===== config.mk =====
export PLATFORM = sky130hd
export DESIGN_NAME = cute_fetch_ctrl_flat
export DESIGN_NICKNAME = d
export VERILOG_FILES = /design/src/rtl/cute_fetch_ctrl_if.sv /design/src/rtl/cute_fetch_ctrl.sv /design/src/flat_wrapper.sv
export SDC_FILE = /design/constraint.sdc
export NUM_CORES = 1
export LEC_CHECK = 0
export BUFFER_PORTS_ARGS = -buffer_cell sky130_fd_sc_hd__clkbuf_2
export CAP_MARGIN = 20
export CORE_MARGIN = 5
export CORE_UTILIZATION = 41
export DETAILED_ROUTE_END_ITERATION = 10
export HOLD_SLACK_MARGIN = 0.1
export PLACE_DENSITY = 0.71
export SYNTH_ARGS = -nofsm -noshare
export SYNTH_HDL_FRONTEND = slang
export SYNTH_SLANG_ARGS = --single-unit

===== constraint.sdc =====
create_clock -name clk -period 1.62 [get_ports clk]
set_clock_uncertainty 0.2 [all_clocks]
set_input_delay 0 -clock clk [delete_from_list [all_inputs] [get_ports clk]]
set_output_delay 0 -clock clk [all_outputs]
set_load 0.05 [all_outputs]

===== src/rtl/cute_fetch_ctrl_if.sv =====
// rtl/cute_fetch_ctrl_if.sv - fetch/issue sequencer bus: program memory, control unit and status signals
interface cute_fetch_ctrl_if #(
    parameter int ADDR_W = 8
);
    logic              go;
    logic              mem_req;
    logic [ADDR_W-1:0] mem_addr;
    logic              mem_ack;
    logic [8:0]        mem_rdata;
    logic [8:0]        ir;
    logic              run;
    logic [8:0]        imm;
    logic              imm_valid;
    logic              done;
    logic              jmp;
    logic [ADDR_W-1:0] jmp_target;
    logic [ADDR_W-1:0] pc;
    logic              busy;
    logic              fault;

    modport master (
        input  go, mem_ack, mem_rdata, done, jmp, jmp_target,
        output mem_req, mem_addr, ir, run, imm, imm_valid, pc, busy, fault
    );

    modport slave (
        output go, mem_ack, mem_rdata, done, jmp, jmp_target,
        input  mem_req, mem_addr, ir, run, imm, imm_valid, pc, busy, fault
    );
endinterface


===== src/rtl/cute_fetch_ctrl.sv =====
// rtl/cute_fetch_ctrl.sv - instruction fetch/issue sequencer with MVI immediate fetch, jumps and completion watchdog
module cute_fetch_ctrl #(
    parameter int                ADDR_W   = 8,
    parameter logic [ADDR_W-1:0] RESET_PC = '0,
    parameter int                TIMEOUT  = 15
) (
    input  logic                  clk,
    input  logic                  Resetn,
    cute_fetch_ctrl_if.master     bus
);
    localparam int WD_W = $clog2(TIMEOUT + 1);

    typedef enum logic [2:0] {
        S_IDLE,
        S_FETCH,
        S_FETCH_IMM,
        S_EXEC,
        S_FAULT
    } state_t;

    state_t            state_q, state_d;
    logic [ADDR_W-1:0] pc_q, pc_d;
    logic [8:0]        ir_q, ir_d;
    logic [8:0]        imm_q, imm_d;
    logic              imm_valid_q, imm_valid_d;
    logic [WD_W-1:0]   wd_q, wd_d;

    // Next-state, PC sequencing and watchdog; every register holds unless its event occurs
    always_comb begin
        state_d     = state_q;
        pc_d        = pc_q;
        ir_d        = ir_q;
        imm_d       = imm_q;
        imm_valid_d = imm_valid_q;
        wd_d        = wd_q;
        unique case (state_q)
            S_IDLE: begin
                if (bus.go) begin
                    state_d = S_FETCH;
                end
            end
            S_FETCH: begin
                if (bus.mem_ack) begin
                    ir_d = bus.mem_rdata;
                    pc_d = pc_q + ADDR_W'(1);
                    wd_d = '0;
                    // MVI carries its immediate in the following program word
                    if (bus.mem_rdata[8:6] == 3'b011) begin
                        state_d = S_FETCH_IMM;
                    end else begin
                        state_d = S_EXEC;
                    end
                end
            end
            S_FETCH_IMM: begin
                if (bus.mem_ack) begin
                    imm_d       = bus.mem_rdata;
                    imm_valid_d = 1'b1;
                    pc_d        = pc_q + ADDR_W'(1);
                    wd_d        = '0;
                    state_d     = S_EXEC;
                end
            end
            S_EXEC: begin
                if (bus.done) begin
                    if (bus.jmp) begin
                        pc_d = bus.jmp_target;
                    end
                    imm_valid_d = 1'b0;
                    wd_d        = '0;
                    state_d     = bus.go ? S_FETCH : S_IDLE;
                end else if (wd_q == WD_W'(TIMEOUT - 1)) begin
                    // Last permitted cycle passed without done: lock up until reset
                    state_d = S_FAULT;
                end else begin
                    wd_d = wd_q + WD_W'(1);
                end
            end
            S_FAULT: begin
                state_d = S_FAULT;
            end
            default: begin
                state_d = S_IDLE;
            end
        endcase
    end

    // State and datapath registers with synchronous active-low reset
    always_ff @(posedge clk) begin
        if (!Resetn) begin
            state_q     <= S_IDLE;
            pc_q        <= RESET_PC;
            ir_q        <= '0;
            imm_q       <= '0;
            imm_valid_q <= 1'b0;
            wd_q        <= '0;
        end else begin
            state_q     <= state_d;
            pc_q        <= pc_d;
            ir_q        <= ir_d;
            imm_q       <= imm_d;
            imm_valid_q <= imm_valid_d;
            wd_q        <= wd_d;
        end
    end

    // Outputs decode from registered state only, so no input reaches an output in the same cycle
    assign bus.mem_req   = (state_q == S_FETCH) || (state_q == S_FETCH_IMM);
    assign bus.mem_addr  = pc_q;
    assign bus.pc        = pc_q;
    assign bus.ir        = ir_q;
    assign bus.imm       = imm_q;
    assign bus.imm_valid = imm_valid_q;
    assign bus.run       = (state_q == S_EXEC);
    assign bus.busy      = (state_q == S_FETCH) || (state_q == S_FETCH_IMM) || (state_q == S_EXEC);
    assign bus.fault     = (state_q == S_FAULT);
endmodule


===== src/flat_wrapper.sv =====
// flat-port wrapper written by rule: the top's interface ports become plain ports
module cute_fetch_ctrl_flat 
#(
    parameter int                ADDR_W   = 8,
    parameter logic [ADDR_W-1:0] RESET_PC = '0,
    parameter int                TIMEOUT  = 15
)
  (clk, Resetn, bus_go, bus_mem_ack, bus_mem_rdata, bus_done, bus_jmp, bus_jmp_target, bus_mem_req, bus_mem_addr, bus_ir, bus_run, bus_imm, bus_imm_valid, bus_pc, bus_busy, bus_fault);
  cute_fetch_ctrl_if #(.ADDR_W(ADDR_W)) bus_i ();
  input  logic clk;
  input  logic Resetn;
  input wire logic [$bits(bus_i.go)-1:0] bus_go;
  input wire logic [$bits(bus_i.mem_ack)-1:0] bus_mem_ack;
  input wire logic [$bits(bus_i.mem_rdata)-1:0] bus_mem_rdata;
  input wire logic [$bits(bus_i.done)-1:0] bus_done;
  input wire logic [$bits(bus_i.jmp)-1:0] bus_jmp;
  input wire logic [$bits(bus_i.jmp_target)-1:0] bus_jmp_target;
  output wire logic [$bits(bus_i.mem_req)-1:0] bus_mem_req;
  output wire logic [$bits(bus_i.mem_addr)-1:0] bus_mem_addr;
  output wire logic [$bits(bus_i.ir)-1:0] bus_ir;
  output wire logic [$bits(bus_i.run)-1:0] bus_run;
  output wire logic [$bits(bus_i.imm)-1:0] bus_imm;
  output wire logic [$bits(bus_i.imm_valid)-1:0] bus_imm_valid;
  output wire logic [$bits(bus_i.pc)-1:0] bus_pc;
  output wire logic [$bits(bus_i.busy)-1:0] bus_busy;
  output wire logic [$bits(bus_i.fault)-1:0] bus_fault;
  assign bus_i.go = bus_go;
  assign bus_i.mem_ack = bus_mem_ack;
  assign bus_i.mem_rdata = bus_mem_rdata;
  assign bus_i.done = bus_done;
  assign bus_i.jmp = bus_jmp;
  assign bus_i.jmp_target = bus_jmp_target;
  assign bus_mem_req = bus_i.mem_req;
  assign bus_mem_addr = bus_i.mem_addr;
  assign bus_ir = bus_i.ir;
  assign bus_run = bus_i.run;
  assign bus_imm = bus_i.imm;
  assign bus_imm_valid = bus_i.imm_valid;
  assign bus_pc = bus_i.pc;
  assign bus_busy = bus_i.busy;
  assign bus_fault = bus_i.fault;
  cute_fetch_ctrl #(.ADDR_W(ADDR_W), .RESET_PC(RESET_PC), .TIMEOUT(TIMEOUT)) u_core (.clk(clk), .Resetn(Resetn), .bus(bus_i));
endmodule

==> impl_metrics.tcl, run 1 <==
set metrics [dict create \
    syn2layout_area_growth_pct 54.6 \
    hold_path.startpoint "bus_jmp" \
    ir_drop_mv 0.773 \
    remaining_drc_errors 0 \
    grt_first_pass_wirelength_microns 7530 \
    path_max_fanout 7 \
    antenna_found_initial 0 \
    grt_overflow 0 \
    p_int_uw 2190 \
    comb_power_share 0.458 \
    yosysWarnings 0 \
    status "finished with violations" \
    ys_seq_elements 34 \
    crit_arrival_ns 1.44 \
    cap_viol_max_count 0 \
    max-slew-margin-rel 0.758 \
    ys_types 39 \
    ioPinCount 62 \
    coreArea_sq_mm 0.00397 \
    drt-initial-drc-count 109 \
    cts_buffers 5 \
    num_vias 1837 \
    fin_crit_ns 1.64 \
    synth_nets 235 \
    die_h_microns 73.7 \
    synth_area_sq_mm 0.00166 \
    hpwlAfterDp_microns 3150 \
    path_cells "buf_6 -> nand3b_1 -> clkinv_2 -> buf_8 -> buf_6 -> buf_8" \
    leakagePower_uw 0.00108 \
    slew_violations 0 \
    post_layout_nonfiller_instances 352 \
    firstDrtPassIters 4 \
    start_kind "register" \
    cp_slowest_cell "dfxtp_4" \
    nets 327 \
    worst_r2r_startpoint "u_core.state_q[1]" \
    yosysTopAreaCell "dfxtp_1" \
    violations "setup timing" \
    crit_path_max_incr_delay_ns 0.36 \
    ant_nets 0 \
    min_to "u_core.bus.mem_addr[3]" \
    rr_endpoint "u_core.bus.mem_addr[6]" \
    grt_setup_unrepaired "true" \
    wire_per_inst_microns 13.6 \
    finalSetupViolCount 2 \
    ys_top_cells_by_area "dfxtp_1 41%, nand2_1 11%, a21oi_1 9.0%, buf_4 5.0%, nor2_1 2.7%" \
    grtUsageTotal 0.180 \
    synth_top_area_frac 0.410 \
    max_freq_mhz 610 \
    path_clk_slew_ns 0.07 \
    cts_root_buffer "clkbuf_8" \
    async_reset_ff_frac 0 \
    die_w_microns 73.7 \
    postSynthCellCount 209 \
    h-tree-depth 2 \
    avgSynthCellArea_sq_um 7.95 \
    p_clk_frac 0.255 \
    portBuffers 61 \
    gp_congestion 0.806 \
    r2r_slack_ns -0.01 \
    synth_edf_count 0 \
    r2r_cells 8 \
    synth_flop_cell "dfxtp_1" \
    hold_viol 0 \
    die_area_sq_mm 0.00543 \
    pwr_density_cell_mw_per_mm2 1440 \
    crit_family "buffers and inverters" \
    cts.sink_count 34 \
    clk_latency_ns 0.29 \
    first_global_vias 1725 \
    wirelength_microns 4790 \
    synth_most_common_cell "nand2_1" \
    drive_gt1_frac 0.404 \
    tightest_slew_ns 0.361 \
    p_switching_uw 1510 \
    start_util 0.418 \
    path_class "register to primary output" \
    power.total_uw 3700 \
    synthTopCellsByCount "50 x nand2_1, 34 x dfxtp_1, 30 x a21oi_1" \
    clk_path_buf_depth 2 \
    hold_class "input port to register" \
    min_path_cells 4 \
    place_inst 317 \
    viasPerCell 5.22 \
    grt_start_max_net_pins 21 \
    fin_ws_ns -0.0203 \
    seqPwrFrac 0.288 \
    required_ns 1.42 \
    row_count 23 \
    tritoncts "yes" \
    ys_seq_area_frac 0.410 \
    timing.final.crit_share 1.01 \
    path_buf_inv 5 \
    p_sw_frac 0.408 \
    antennaDiodeCount 0 \
    end_kind "primary output" \
]
power groups by stage:
stage	Sequential (uW)	Combinational (uW)	Clock [uW]
after global placement	1060	1410	0
after detailed placement	1060	1420	0
after floorplan	1320	845	0
after CTS	1050	1520	967
final	1060	1690	942
after global routing	1080	1810	1010
metal layers:
metal,track usage,up-vias,routed length [microns]
met1,0.209,861,2010
met4,0.0604,0,42
li1,-,910,-
met2,0.310,62,2400
met5,0,-,0
met3,0.0561,4,336
cells by family after synthesis:
kind of cell               after synthesis  synth area share
AOI/OAI and AO/OA                       56             0.209
xor gates and xnor gates                 1           0.00527
adders and majority gates                3            0.0226
buffers and inverters                   23            0.0866
DFF                                     34             0.410
muxes                                    2            0.0120
and+or+nand+nor                         90             0.255
repair_timing:
| action | CTS | global route |
|---|---|---|
| hold buffers | 22 | 0 |
| setup buffers | 0 | 4 |
| gates resized for setup | 12 | 37 |
| gates cloned | 1 | 0 |
| endpoints found under the setup margin | 15 | 18 |
| endpoints found under the hold margin | 34 | 0 |
| pin swaps | 2 | 15 |
cells in the final DEF (no fill, tap or decap), drive strengths merged, types with 2 or more instances in the layout:
cell,count
buf,24
a21oi,30
a21o,2
nand2,50
nand3,8
nor3,5
inv,2
bufinv,2
o21ai,5
clkbuf,62
o32ai,2
o221a,2
nor2,12
nor4,2
dlygate4sd3,22
nand2b,3
dfxtp,34
a311o,3
clkinv,2
nor3b,2
or3b,2
o211ai,3
and3,2
a31oi,4
mux2i,2
nand3b,2
ha,3
state kept, by name, indices dropped and copies added (netlist names):
name and flops:
u_core.bus.ir 9, u_core.state_q 3, u_core.bus.mem_addr 8, u_core.wd_q 4, u_core.bus.imm 9, u_core.bus.imm_valid 1
worst max path at each step:
stage,start,to,slack (ns),depth (start not counted)
6_report,u_core.state_q[1],bus_run,-0.02,6
3_3_place_gp,u_core.state_q[1],u_core.bus.mem_addr[7],-0.03,4
3_5_place_dp,u_core.state_q[1],u_core.bus.mem_addr[6],-0.06,4
2_1_floorplan,u_core.state_q[0],u_core.state_q[1],0.01,5
5_1_grt,u_core.state_q[1],u_core.bus.mem_addr[6],-0.10,8
4_1_cts,u_core.state_q[1],u_core.wd_q[2],0.0003,7
cell type report:
type,instances,area [sq um]
Clock buffer,5,68.8
Clock inverter,3,68.8
Fill cell,323,1400
Inverter,4,20.0
Multi-Input combinational cell,153,927
Sequential cell,34,694
Tap cell,50,62.6
Timing Repair Buffer,103,727
worst reg2reg max path: cells and delay by family, from the launching register on:
family	cells	cell delay, ns
compound gates	3	0.33
buf+inv	4	0.51
flops	1	0.36
simple gates	1	0.16
per-stage QoR:
stage	cell area [sq um]	TNS, ns	hold WS, ns	utilization	worst slack [ns]
after floorplan	1670	0	-0.0640	-	0.0119
after global placement	2030	-0.0880	0.0416	0.510	-0.0338
after detailed placement	2030	-0.224	0.0480	0.510	-0.0616
after CTS	2430	0	0.131	0.612	0.000255
after global routing	2570	-0.740	0.139	0.647	-0.101
final	2570	-0.0323	0.124	0.647	-0.0203
(Power assumes the default switching activity.)
==> inputs of run 2 (changes only) <==
- PLACE_DENSITY: 0.71 -> 0.81
==> impl_metrics.tcl, run 2 (synthesis gave the netlist of run 1 again) <==
set metrics [dict create \
    portBuffers 61 \
    grt_overflow 0 \
    hold_viol 0 \
    power.total_uw 3650 \
    remaining_drc_errors 0 \
    cap_viol_max_count 0 \
    hold_path.startpoint "bus_mem_ack" \
    ioPinCount 62 \
    crit_arrival_ns 1.65 \
    grt_setup_unrepaired "true" \
    required_ns 1.60 \
    grtUsageTotal 0.184 \
    syn2layout_area_growth_pct 57.8 \
    cts_buffers 5 \
    firstDrtPassIters 4 \
    die_area_sq_mm 0.00543 \
    status "finished with violations" \
    leakagePower_uw 0.00111 \
    r2r_cells 4 \
    fin_crit_ns 1.66 \
    pre_cts_slack_ns -0.132 \
    end_kind "register" \
    nets 334 \
    start_util 0.418 \
    path_buf_inv 1 \
    fin_ws_ns -0.0412 \
    min_path_cells 4 \
    tightest_slew_ns 0.476 \
    path_max_fanout 8 \
    rr_endpoint "u_core.bus.mem_addr[4]" \
    row_count 23 \
    grt_start_max_net_pins 16 \
    r2r_slack_ns -0.04 \
    tritoncts "yes" \
    pwr_density_cell_mw_per_mm2 1390 \
    cp_slowest_cell "a311o_2" \
    antennaDiodeCount 0 \
    clk_path_buf_depth 2 \
    path_clk_slew_ns 0.07 \
    ir_drop_mv 0.632 \
    grt_first_pass_wirelength_microns 7780 \
    final_cell_mix "58 x clkbuf_2, 49 x nand2_1, 26 x a21oi_1, 26 x dfxtp_1, 25 x dlygate4sd3_1" \
    timing.final.crit_share 1.03 \
    wire_per_inst_microns 15.1 \
    antenna_found_initial 0 \
    drt-initial-drc-count 128 \
    num_vias 1920 \
    worst_r2r_startpoint "u_core.state_q[1]" \
    finalSetupViolCount 3 \
    violations "setup timing" \
    cts.sink_count 34 \
    wirelength_microns 5410 \
    path_class "register to register" \
    die_w_microns 73.7 \
    first_global_vias 1774 \
    gp_congestion 0.836 \
    coreArea_sq_mm 0.00397 \
    crit_path_max_incr_delay_ns 0.49 \
    drive_gt1_frac 0.412 \
    h-tree-depth 2 \
    viasPerCell 5.36 \
    min_to "u_core.state_q[0]" \
    hpwlAfterDp_microns 3220 \
    path_cells "nand3_1 -> a311o_2 -> buf_4 -> o32ai_2" \
    max_freq_mhz 602 \
    max-slew-margin-rel 0.681 \
    slew_violations 0 \
    ant_nets 0 \
    layout_commonest_cell "clkbuf_2" \
    cts_root_buffer "clkbuf_8" \
    start_kind "register" \
    clk_latency_ns 0.28 \
    hold_class "input port to register" \
    crit_family "compound AO/OA/AOI/OAI gates" \
    die_h_microns 73.7 \
]
run 2: cell types whose count changed in the layout (fill, tap and decap cells not counted), sizes merged:
cell         previous run  this run
dlygate4sd3            22        25
clkinvlp                1         0
buf                    24        26
clkbuf                 62        65
bufinv                  2         1
run 2: per-stage QoR:
stage | setup TNS [ns] | instances | hold slack, ns | area [sq um] | util
after floorplan | 0 | 209 | -0.0640 | 1670 | -
after global placement | -0.150 | 315 | 0.0391 | 2020 | 0.510
after detailed placement | -0.693 | 315 | 0.0444 | 2020 | 0.510
after CTS | -0.00700 | 348 | -0.0453 | 2410 | 0.607
after global routing | -0.873 | 358 | 0.150 | 2620 | 0.660
final | -0.0587 | 358 | 0.137 | 2620 | 0.660
run 2: repair_timing:
action                                  in CTS  in global routing
setup buffers                                3                  7
gates resized for setup                      9                 36
endpoints found under the hold margin       34                  7
gates cloned                                 1                  0
pin swaps                                    2                 13
hold buffers                                22                  3
endpoints found under the setup margin      11                 24
run 2: power breakdown:
| group | switching (uW) | leakage (uW) | internal, uW | total [uW] |
|---|---|---|---|---|
| Combinational | 1120 | 0.000770 | 658 | 1780 |
| Clock | 301 | 0.0000573 | 492 | 793 |
| Sequential | 124 | 0.000279 | 955 | 1080 |
| Total | 1550 | 0.00111 | 2100 | 3650 |
run 2: routing by layer:
layer,up-vias,track usage,share of wire
li1,925,-,-
met1,890,0.211,0.38
met2,84,0.317,0.51
met3,21,0.0451,0.070
met4,0,0.0865,0.041
met5,-,0,0
run 2: final cells by class:
class | instances | area (sq um)
Tap cell | 50 | 62.6
Fill cell | 288 | 1350
Timing Repair Buffer | 110 | 778
Sequential cell | 34 | 693
Multi-Input combinational cell | 153 | 958
Inverter | 4 | 16.3
Clock buffer | 6 | 82.6
Clock inverter | 1 | 30.0
run 2: worst max path at each step:
stage / start / end / slack, ns / depth (start not counted)
finish: u_core.state_q[1] / u_core.bus.mem_addr[4] / -0.04 / 4
global route: u_core.state_q[1] / u_core.bus.mem_addr[4] / -0.1 / 4
CTS: u_core.state_q[1] / u_core.bus.mem_addr[7] / -0.007 / 4
detailed placement: u_core.state_q[1] / u_core.bus.mem_addr[7] / -0.13 / 4
global placement: u_core.state_q[1] / u_core.bus.mem_addr[7] / -0.05 / 4
floorplan: u_core.state_q[0] / u_core.state_q[1] / 0.01 / 5
run 2: worst min-delay path: cells and delay by family:
| family | cells | cell delay, ns |
|---|---|---|
| simple gates | 1 | 0.17 |
| compound gates | 1 | 0.18 |
| mux | 1 | 0.09 |
| buf+inv | 1 | 0.14 |
